### config.mk
export PLATFORM = sky130hd
export DESIGN_NAME = min_corr_search
export DESIGN_NICKNAME = d
export VERILOG_FILES = /design/src/rtl/min_corr_search.sv
export SDC_FILE = /design/constraint.sdc
export NUM_CORES = 1
export LEC_CHECK = 0
export CORE_MARGIN = 4
export CORE_UTILIZATION = 40
export CTS_CLUSTER_DIAMETER = 80
export DETAILED_ROUTE_END_ITERATION = 16
export PLACE_DENSITY = 0.73
export SKIP_CTS_REPAIR_TIMING = 1
export SYNTH_ARGS = -nofsm -noshare
export SYNTH_HDL_FRONTEND = slang
export SYNTH_SLANG_ARGS = --single-unit
### constraint.sdc
create_clock -name clk_i -period 3.95 [get_ports clk_i]
set_input_delay 0.79 -clock clk_i [delete_from_list [all_inputs] [get_ports clk_i]]
set_output_delay 0.79 -clock clk_i [all_outputs]
set_load 0.01 [all_outputs]
### src/rtl/min_corr_search.sv
// min_corr_search: per-window best/second-best minimum tracker with a valid/ready result port
//   Ports: clk_i, reset_n_i (async, active low); start_i clears and opens a window;
//   in_valid_i/in_last_i/sum_corr_i/dx_i carry samples; out_valid_o/out_ready_i hand off
//   out_min_o, out_step_o, out_second_o, out_margin_o, out_unique_o, out_count_o; busy_o while scanning.
module min_corr_search #(
  parameter int CORR_W    = 9,
  parameter int DX_W      = 10,
  parameter int CNT_W     = 10,
  parameter int TIE_LAST  = 0,
  parameter int MARGIN_TH = 16
) (
  input  logic              clk_i,
  input  logic              reset_n_i,
  input  logic              start_i,
  input  logic              in_valid_i,
  input  logic              in_last_i,
  input  logic [CORR_W-1:0] sum_corr_i,
  input  logic [DX_W-1:0]   dx_i,
  output logic              out_valid_o,
  input  logic              out_ready_i,
  output logic [CORR_W-1:0] out_min_o,
  output logic [DX_W-1:0]   out_step_o,
  output logic [CORR_W-1:0] out_second_o,
  output logic [CORR_W-1:0] out_margin_o,
  output logic              out_unique_o,
  output logic [CNT_W-1:0]  out_count_o,
  output logic              busy_o
);
  typedef enum logic [1:0] {IDLE, SCAN, HOLD} state_t;
  state_t state_q, state_d;
  logic [CORR_W-1:0] best_q, best_d, second_q, second_d, margin_q, margin_d;
  logic [CORR_W-1:0] base_best, base_second;
  logic [DX_W-1:0]   step_q, step_d, base_step;
  logic [CNT_W-1:0]  count_q, count_d, base_count;
  logic              unique_q, unique_d, accept, better, done;
  always_comb begin
    // start clears first, so a sample arriving with start opens the new window
    base_best   = start_i ? '1 : best_q;
    base_second = start_i ? '1 : second_q;
    base_step   = start_i ? '0 : step_q;
    base_count  = start_i ? '0 : count_q;
    accept      = in_valid_i && (start_i || state_q == SCAN);
    done        = accept && in_last_i;
    better      = (TIE_LAST != 0) ? (sum_corr_i <= base_best) : (sum_corr_i < base_best);
    best_d      = (accept && better) ? sum_corr_i : base_best;
    step_d      = (accept && better) ? dx_i : base_step;
    // displaced best becomes second, keeping second >= best so margin cannot underflow
    second_d    = !accept ? base_second :
                  better ? base_best :
                  (sum_corr_i < base_second) ? sum_corr_i : base_second;
    count_d     = (accept && base_count != '1) ? base_count + CNT_W'(1) : base_count;
    margin_d    = done ? second_d - best_d : start_i ? '0 : margin_q;
    unique_d    = done ? (count_d > CNT_W'(1)) && (second_d - best_d >= CORR_W'(MARGIN_TH)) :
                  start_i ? 1'b0 : unique_q;
    state_d     = start_i ? (done ? HOLD : SCAN) :
                  (state_q == SCAN && done) ? HOLD :
                  (state_q == HOLD && out_ready_i) ? IDLE : state_q;
  end
  always_ff @(posedge clk_i or negedge reset_n_i) begin
    if (!reset_n_i) begin
      state_q  <= IDLE;
      best_q   <= '1;
      second_q <= '1;
      step_q   <= '0;
      count_q  <= '0;
      margin_q <= '0;
      unique_q <= 1'b0;
    end else begin
      state_q  <= state_d;
      best_q   <= best_d;
      second_q <= second_d;
      step_q   <= step_d;
      count_q  <= count_d;
      margin_q <= margin_d;
      unique_q <= unique_d;
    end
  end
  assign out_valid_o  = state_q == HOLD;
  assign busy_o       = state_q == SCAN;
  assign out_min_o    = best_q;
  assign out_second_o = second_q;
  assign out_step_o   = step_q;
  assign out_count_o  = count_q;
  assign out_margin_o = margin_q;
  assign out_unique_o = unique_q;
endmodule

# --- After elaboration in Yosys (flattened, before gate mapping) ---
# Cells that the tools add are included.
classes:
  n_mux: 18
  n_reduce_logical: 11
  n_eq_ne: 3
  order_cmp: 4
  addsub: 2
ops:
  columns: ["cell", "n"]
  rows:
  - ["9-bit two-way mux", 8]
  - ["10-bit two-way mux", 4]
  - ["9-bit less-than comparator", 2]
  - ["10-bit by 1-bit adder with 10-bit output (second input constant)", 1]
  - ["10-bit by 1-bit greater-than comparator with 1-bit output (second input constant)", 1]
  - ["10-bit != test (second input constant)", 1]
  - ["9-bit by 5-bit >= comparator with 1-bit output (second input constant)", 1]
  - ["9-bit subtractor", 1]
  - ["2-bit two-way mux", 4]
  - ["1-bit logical AND", 7]
  - ["2-bit nonzero test", 2]
  - ["3-bit nonzero test", 1]
  - ["2-bit by 1-bit == test with 1-bit output (second input constant)", 1]
  - ["2-bit == test (second input constant)", 1]
  - ["1-bit two-way mux", 2]
  - ["1-bit logical OR", 1]
word_totals:
  out_inout_bits: 50
  word_cells: 45
  ff_bits: 50

# --- Logic depth before layout (Yosys ltp) ---
# Gate-level depths: netlist of run 1.
logic_depth:
  depth_word: 9
  mapped_depth: 21

# --- Worst setup path after synthesis of run 1 ---
# Ideal clock, no wire load.
synth_timing:
  path_kind: "input -> register"
  from: "input port start_i"
  to: "register unique_q (netlist: out_unique_o)"
  n_path_buf: 3
  arrival_ns: 4.522
  path_stages: 19
  required_ns: 3.819
  setup_slack_ns: -0.703
  path_cell_list: "buf_6 -> dlygate4sd1_1 -> clkbuf_1 -> nor2_1 -> ha_1 -> a211oi_1 -> o221ai_1 -> a211oi_2 -> o21ai_2 -> a22oi_1 -> inv_1 -> fa_1 -> nand2b_1 -> a21oi_1 -> a211oi_1 -> a21oi_1 -> xor2_1 -> xnor2_1 -> a31oi_1"
synth_between:
  elab_chain_cells: 9
  elab_cells_between_ends: 23
synth_lines:
  columns: ["element", "line_no", "source"]
  rows:
  - ["from (decl)", "14", "input logic start_i,"]
  - ["9-bit two-way mux", "39", "base_second = start_i ? '1 : second_q;"]
  - ["9-bit less-than comparator", "50", "(sum_corr_i < base_second) ? sum_corr_i : base_second;"]
  - ["9-bit two-way mux", "50", null]
  - ["9-bit two-way mux", "49", "better ? base_best :"]
  - ["9-bit two-way mux (*)", "48", "second_d = !accept ? base_second :"]
  - ["net second_d[1]", "31", "logic [CORR_W-1:0] best_q, best_d, second_q, second_d, margin_q, margin_d;"]
  - ["9-bit subtractor (*)", "53", "unique_d = done ? (count_d > CNT_W'(1)) && (second_d - best_d >= CORR_W'(MARGIN_TH)) :"]
  - ["9-bit by 5-bit >= comparator with 1-bit output (*)", "53", null]
  - ["1-bit logical AND (*)", "53", null]
  - ["1-bit two-way mux (*)", "53", null]
  - ["to (signal assigned)", "75", "unique_q <= unique_d;"]
  - ["to (decl)", "35", "logic unique_q, unique_d, accept, better, done;"]
# Mark *: on every way through the listed nets, which the timed path passes. The rest lies on a longest branch.
# A chain may end at the register's enable or synchronous reset.

# --- Worst setup path after layout of run 1 ---
layout_timing:
  from: "input port start_i"
  to: "register margin_q[7] (netlist: out_margin_o[7])"
layout_between:
  elab_chain_cells: 7
  elab_cells_between_ends: 15
layout_lines:
  columns: ["element", "line_no", "source"]
  rows:
  - ["9-bit two-way mux", "39", null]
  - ["9-bit less-than comparator", "50", null]
  - ["9-bit two-way mux", "50", null]
  - ["9-bit two-way mux", "49", null]
  - ["9-bit two-way mux (*)", "48", null]
  - ["net second_d[1]", "31", null]
  - ["9-bit subtractor (*)", "52", "margin_d = done ? second_d - best_d : start_i ? '0 : margin_q;"]
  - ["9-bit two-way mux (*)", "52", null]
  - ["to (signal assigned)", "74", "margin_q <= margin_d;"]
  - ["to (decl)", "31", null]
# Marks and branches as above.

==> metrics.csv, run 1 <==
metric,value,unit
Clock Path Buffers,2,
worst vdd ir,223,µV
Tmin final,3910,ps
Initial Util,41.5,%
"Async S/R FF share, synth",100,%
GRT Total Usage,20.3,%
Core ar.,7810,µm²
multi-input logic area,2090,µm²
final hold violation count,0,
"FF+latch count, synth",50,
Least-Margin Pin Slew,581,ps
H-tree lvl count,2,
clock latency on the worst-skew pair,310,ps
status,completed,
syn nets,399,
DR WL met3,586,µm
largest net degree at the start of global routing,31,
crit path capture,out_margin_o[7]$_DFFE_PN0P_,
Vias,3210,
met2 WL,5130,µm
R2R Path Start,out_min_o[4]$_DFF_PN1_,
Avg WL per Cell,17.4,µm
Row Count,32,
# setup viols final,0,
delay of the slowest cell on the worst path,290,ps
Die Y,98.0,µm
Max Used Layer,met4,
grt ovf,0,
HP Class,in2async,
IO buf count,74,
die width,98.0,µm
GPL Wtd Cong,0.906,
Register Area,1270,µm²
post-route setup slack,44.5,ps
Antenna diodes,0,
Clock Sink Count,50,
CP Launch Type,primary input,
clock-pin slew on the worst setup and hold paths,100,ps
combinational share of power,43.6,%
R2R depth,16,
first-pass detailed-route iteration total,4,
detailed placer's ending HPWL,7470,µm
synth-to-layout area growth,54.7,%
relative slew slack,61.2,%
clock power share,20.8,%
CTS tree,done,
nets,539,
fin. max-slew vios,0,
Vias per Instance,5.43,
critical path depth,18,
CP startpoint,start_i,
CP top delay family,compound AO/OA/AOI/OAI gates,
synth warn,0,
R2R Setup Slk,290,ps
vias in the first global route,3230,
power density cells,355,nW/µm²
Reg power frac,35.6,%
Detailed Route WL,10300,µm
Synth area leader,dfrtp_1,
internal power,1190,µW
crit path buf inv count,2,
initial antenna violation count,0,
IO Count,75,
top-area cell type share of the netlist area,24.7,%
CP cell instances,buf_4 > buf_2 > nor2_1 > ha_1 > a211oi_4 > o221ai_4 > a21o_4 > nand2_4 > o2bb2ai_2 > a22oi_2 > ha_1 > nor2b_1 > o21a_1 > o21a_1 > o31a_1 > o22ai_2 > xor2_1 > o21ai_0,
critical path arrival,4080,ps
share of cells above drive strength 1,33.5,%
syn avg cell area,9.32,µm²
RSZ-0062 raised after global routing,yes,
Commonest cells post-synth,"41 x nand2_1, 34 x nor2_1, 32 x dfrtp_1, 27 x nand3_1, 25 x ha_1",
Max Freq,256,MHz
Die Area,9610,µm²
"Max FO, Critical Path",6,
Netlist Area Pre-Place,3240,µm²
Critical Path Sink Type,flop,
final worst path period share,98.9,%
CP max-delay cell,o31a_1,
Metal-1 WL,4370,µm
"Seq/Total Area, Yosys",39.3,%
global-route wire length before repair,16000,µm
DRC violations left,0,
clock skew,11.8,ps
Cells after Synth,348,
Max Cap Violations,0,
CTS buffer count,5,
# fillers,630,
R2R Path End,out_margin_o[7]$_DFFE_PN0P_,
unique cell type count in the Yosys netlist,63,
fin util,64.3,%
Switch Pwr,596,µW
CP Data Required Time,4120,ps
pre-CTS setup slack,-715,ps
most frequent cell after synthesis,nand2_1,
kind of critical path,in2reg,
Final ANT Viol Nets,0,
Fin Hold WS,435,ps
Leakage,0.00224,µW
main area contributors after synthesis,"dfrtp_1 25%, dfstp_2 15%, ha_1 9.6%",
Iter 0 DRT Violations,131,
CTS root buffer,clkbuf_8,
sw frac,33.5,%
most common flop cell mapped by yosys,dfrtp_1,
"EDFF count, synth",0,
## cell usage in the layout, fill, tap and decap left out, types with 5 or more instances in the layout
master	netlist	layout
clkdlybuf4s50_1	0	64
dfrtp_1	32	32
o2bb2ai_1	7	6
nand2_1	41	40
o21a_1	6	6
inv_1	22	22
ha_1	25	18
dfstp_2	18	18
nor3_1	5	5
xnor2_1	8	8
nand3_1	27	27
o21ai_0	12	9
nor2_1	34	25
dlymetal6s2s_1	0	8
nor2b_1	6	6
o21ai_1	11	10
a31oi_1	5	5
nor2_2	1	6
buf_4	0	67
clkbuf_8	1	5
a21oi_2	1	5
ha_4	0	6
## per-layer routing
layer,GRT usage [%],up-vias
met1,26.4,1563
met5,0,-
li1,-,1521
met4,6.28,0
met2,34.7,111
met3,3.14,15
## worst min-delay path by stage
| stage | from | to | slack [ps] | cells after the start |
|---|---|---|---|---|
| final | reset_n_i | out_margin_o[2]$_DFFE_PN0P_ | 430 | 1 |
| after global placement | out_step_o[3]$_DFFE_PN0P_ | out_step_o[3]$_DFFE_PN0P_ | 490 | 2 |
| after CTS | reset_n_i | out_margin_o[2]$_DFFE_PN0P_ | 440 | 1 |
| after global routing | reset_n_i | out_margin_o[2]$_DFFE_PN0P_ | 460 | 1 |
| after floorplan | reset_n_i | out_count_o[0]$_DFF_PN0_ | 490 | 0 |
| after detailed placement | out_step_o[8]$_DFFE_PN0P_ | out_step_o[8]$_DFFE_PN0P_ | 500 | 2 |
## registers in the layout (all words and copies together), names as in the netlist
register,flops
state_q,2
out_step_o,10
out_margin_o,9
out_min_o,9
out_count_o,10
out_second_o,9
out_unique_o,1
## cell type report
type / instances / share of cell area (%)
Multi-Input combinational cell: 263 / 41.7
Timing Repair Buffer: 146 / 26.5
Sequential cell: 50 / 25.4
Tap cell: 102 / 2.54
Inverter: 22 / 1.65
Clock buffer: 5 / 1.37
Clock inverter: 3 / 0.898
## kinds of logic after synthesis
logic type	synth area share (%)
buffers and inverters	5.25
and+or+nand+nor	20.6
adders and majority gates	10.3
DFF	39.3
xor gates and xnor gates	3.51
muxes	0.424
AOI/OAI and AO/OA	20.6
## power by group through the flow
stage	Clock, µW	Combinational (µW)	Sequential, µW
finish	371	776	634
detailed placement	0	705	640
CTS	382	715	631
global route	398	838	642
global placement	0	693	638
floorplan	0	312	661
## stage by stage
stage,total power (µW),cells,instance area [µm²],setup TNS (ps)
2_1_floorplan,974,348,3370,-353
3_3_place_gp,1330,580,4660,-3370
3_5_place_dp,1340,580,4660,-3900
4_1_cts,1730,588,4770,-1950
5_1_grt,1880,591,5020,-371
6_report,1780,591,5020,0
No activity file was read; power rests on OpenSTA's default activity.
==> inputs of run 2 (changes only) <==
--- a/config.mk
+++ b/config.mk
@@ -5,10 +5,13 @@
 export SDC_FILE = /design/constraint.sdc
 export NUM_CORES = 1
 export LEC_CHECK = 0
+export ABC_CLOCK_PERIOD_IN_PS = 3950
+export CAP_MARGIN = 20
 export CORE_MARGIN = 4
 export CORE_UTILIZATION = 40
 export CTS_CLUSTER_DIAMETER = 80
 export DETAILED_ROUTE_END_ITERATION = 16
+export GPL_TIMING_DRIVEN = 0
 export PLACE_DENSITY = 0.73
 export SKIP_CTS_REPAIR_TIMING = 1
 export SYNTH_ARGS = -nofsm -noshare
==> run 2 against run 1 <==
  * The run now ends with setup timing left
  * Final cell count down 5.6%
  * Clock-buffer cell count stayed put
  * Sequential share of layout area up 0.84 points
  * Total power shrank 3.9%
  * Non-clock buffer count down 33
  * Register-to-register slack got worse by 270 ps
  * Routed wire length grew 1.1%
  * Setup slack got worse by 490 ps
  * Flip-flop and latch count stayed put
  * Die area unchanged
  * Sequential power about the same
  * Clock skew shrank 1.3 ps
  * Largest cell class unchanged
  * Largest power group unchanged
==> metrics.csv, run 2 (synthesis gave the netlist of run 1 again) <==
metric,value,unit,change
Row Count,32,,unchanged
GPL Wtd Cong,0.869,,was 0.906
fin util,62.2,%,was 64.3%
GRT Total Usage,19.5,%,was 20.3%
Max Freq,228,MHz,was 256 MHz
largest net degree at the start of global routing,38,,was 31
Fin Hold WS,369,ps,was 435 ps
Max Cap Violations,0,,unchanged
clock skew,10.5,ps,was 11.8 ps
worst vdd ir,191,µV,was 223 µV
"commonest non-fill, non-tap cell in the layout",clkdlybuf4s50_1,,was buf_4
initial antenna violation count,0,,unchanged
power density cells,352,nW/µm²,was 355 nW/µm²
IO buf count,74,,unchanged
DRC violations left,0,,unchanged
Iter 0 DRT Violations,189,,was 131
clock latency on the worst-skew pair,320,ps,was 310 ps
HP Class,in2async,,unchanged
Antenna diodes,0,,unchanged
vias in the first global route,2954,,was 3230
CP Launch Type,primary input,,unchanged
final worst path period share,111,%,was 98.9%
CTS tree,done,,unchanged
Vias,3151,,was 3210
Avg WL per Cell,18.6,µm,was 17.4 µm
post-route setup slack,-441,ps,was 44.5 ps
placed cell area,4260,µm²,was 4660 µm²
Least-Margin Pin Slew,766,ps,was 581 ps
Core ar.,7810,µm²,unchanged
Critical Path Sink Type,flop,,unchanged
kind of critical path,in2reg,,unchanged
most frequent cells in the layout,"70 x clkdlybuf4s50_1, 40 x nand2_1, 32 x dfrtp_1, 27 x nand3_1, 24 x buf_4",,"was 67 x buf_4, 64 x clkdlybuf4s50_1, 40 x nand2_1, 32 x dfrtp_1, 27 x nand3_1"
Die Y,98.0,µm,unchanged
synth-to-layout area growth,49.8,%,was 54.7%
H-tree lvl count,2,,unchanged
final hold violation count,0,,unchanged
"Max FO, Critical Path",6,,unchanged
grt ovf,0,,unchanged
first-pass detailed-route iteration total,5,,was 4
design area,4860,µm²,was 5020 µm²
CTS buffer count,5,,unchanged
Clock Path Buffers,2,,unchanged
relative slew slack,48.8,%,was 61.2%
RSZ-0062 raised after global routing,yes,,unchanged
Clock Sink Count,50,,unchanged
Final Total Pwr,1710,µW,was 1780 µW
Initial Util,41.5,%,unchanged
die width,98.0,µm,unchanged
CTS root buffer,clkbuf_8,,unchanged
Detailed Route WL,10400,µm,was 10300 µm
# fillers,626,,was 630
Tmin final,4390,ps,was 3910 ps
critical path arrival,4630,ps,was 4080 ps
Die Area,9610,µm²,unchanged
clock-pin slew on the worst setup and hold paths,100,ps,about the same
nets,506,,was 539
Vias per Instance,5.65,,was 5.43
fin. max-slew vios,0,,unchanged
global-route wire length before repair,15300,µm,was 16000 µm
share of cells above drive strength 1,29.2,%,was 33.5%
status,"finished, violations left",,was completed
IO Count,75,,unchanged
detailed placer's ending HPWL,7070,µm,was 7470 µm
# setup viols final,5,,was 0
violated checks,setup timing,,
Final ANT Viol Nets,0,,unchanged
CP Data Required Time,4190,ps,was 4120 ps
Leakage,0.00204,µW,was 0.00224 µW
-- run 2: routing by layer --
metal / GRT usage (%) / up-vias / part of all wire (%)
met2: 32.1 / 116 / 51
met4: 4.69 / 0 / 2.2
met5: 0 / - / 0
li1: - / 1453 / -
met1: 27.3 / 1563 / 42
met3: 2.50 / 19 / 5.2
-- run 2: final cells by class --
class                      instances  area (µm²)  area share (%)
multi-input combinational        263        2180            44.9
sequential                        50        1270            26.2
timing repair buffer             100         951            19.6
buffer                            13         145            2.99
tap                              102         128            2.63
inverter                          22        82.6            1.70
clock buffer                       5        68.8            1.42
clock inverter                     3        26.3           0.541
-- run 2: final timing paths --
path,start,end,slack [ps],cells past startpoint
setup / recovery,start_i,out_unique_o$_DFFE_PN0P_,-440,20
max in group asynchronous,reset_n_i,out_min_o[0]$_DFF_PN1_,3000,2
hold reg to reg,out_step_o[1]$_DFFE_PN0P_,out_step_o[1]$_DFFE_PN0P_,520,2
min in group clk_i,out_step_o[1]$_DFFE_PN0P_,out_step_o[1]$_DFFE_PN0P_,520,2
hold / removal,reset_n_i,out_margin_o[3]$_DFFE_PN0P_,370,1
setup reg to reg,out_min_o[5]$_DFF_PN1_,out_unique_o$_DFFE_PN0P_,20,17
-- run 2: worst max-delay path, cell delays in order --
cell and delay (ps):
buf_8 100, buf_8 110, buf_12 130, buf_12 140, buf_4 130, nor2_1 230
ha_1 290, and4_1 190, a211oi_2 200, buf_4 220, o21ai_4 110, a22oi_2 280
ha_1 260, nor2b_1 130, o21a_1 190, o21a_1 220, o31a_1 360, a21oi_2 180
and4b_1 230, a31oi_1 120
-- run 2: power by group --
group / switching, µW / total, µW / internal (µW)
Combinational: 382 / 746 / 365
Sequential: 45.9 / 634 / 588
Clock: 199 / 331 / 132
Total: 627 / 1710 / 1080
-- run 2: through the flow --
| step | std cells | setup slack [ps] | TNS (ps) |
|---|---|---|---|
| 3_5_place_dp | 525 | -1410 | -9210 |
| 4_1_cts | 533 | -1120 | -6330 |
| 5_1_grt | 558 | -597 | -2480 |
| 3_3_place_gp | 524 | -1420 | -9040 |
| 2_1_floorplan | 348 | -134 | -353 |
| 6_report | 558 | -441 | -1580 |
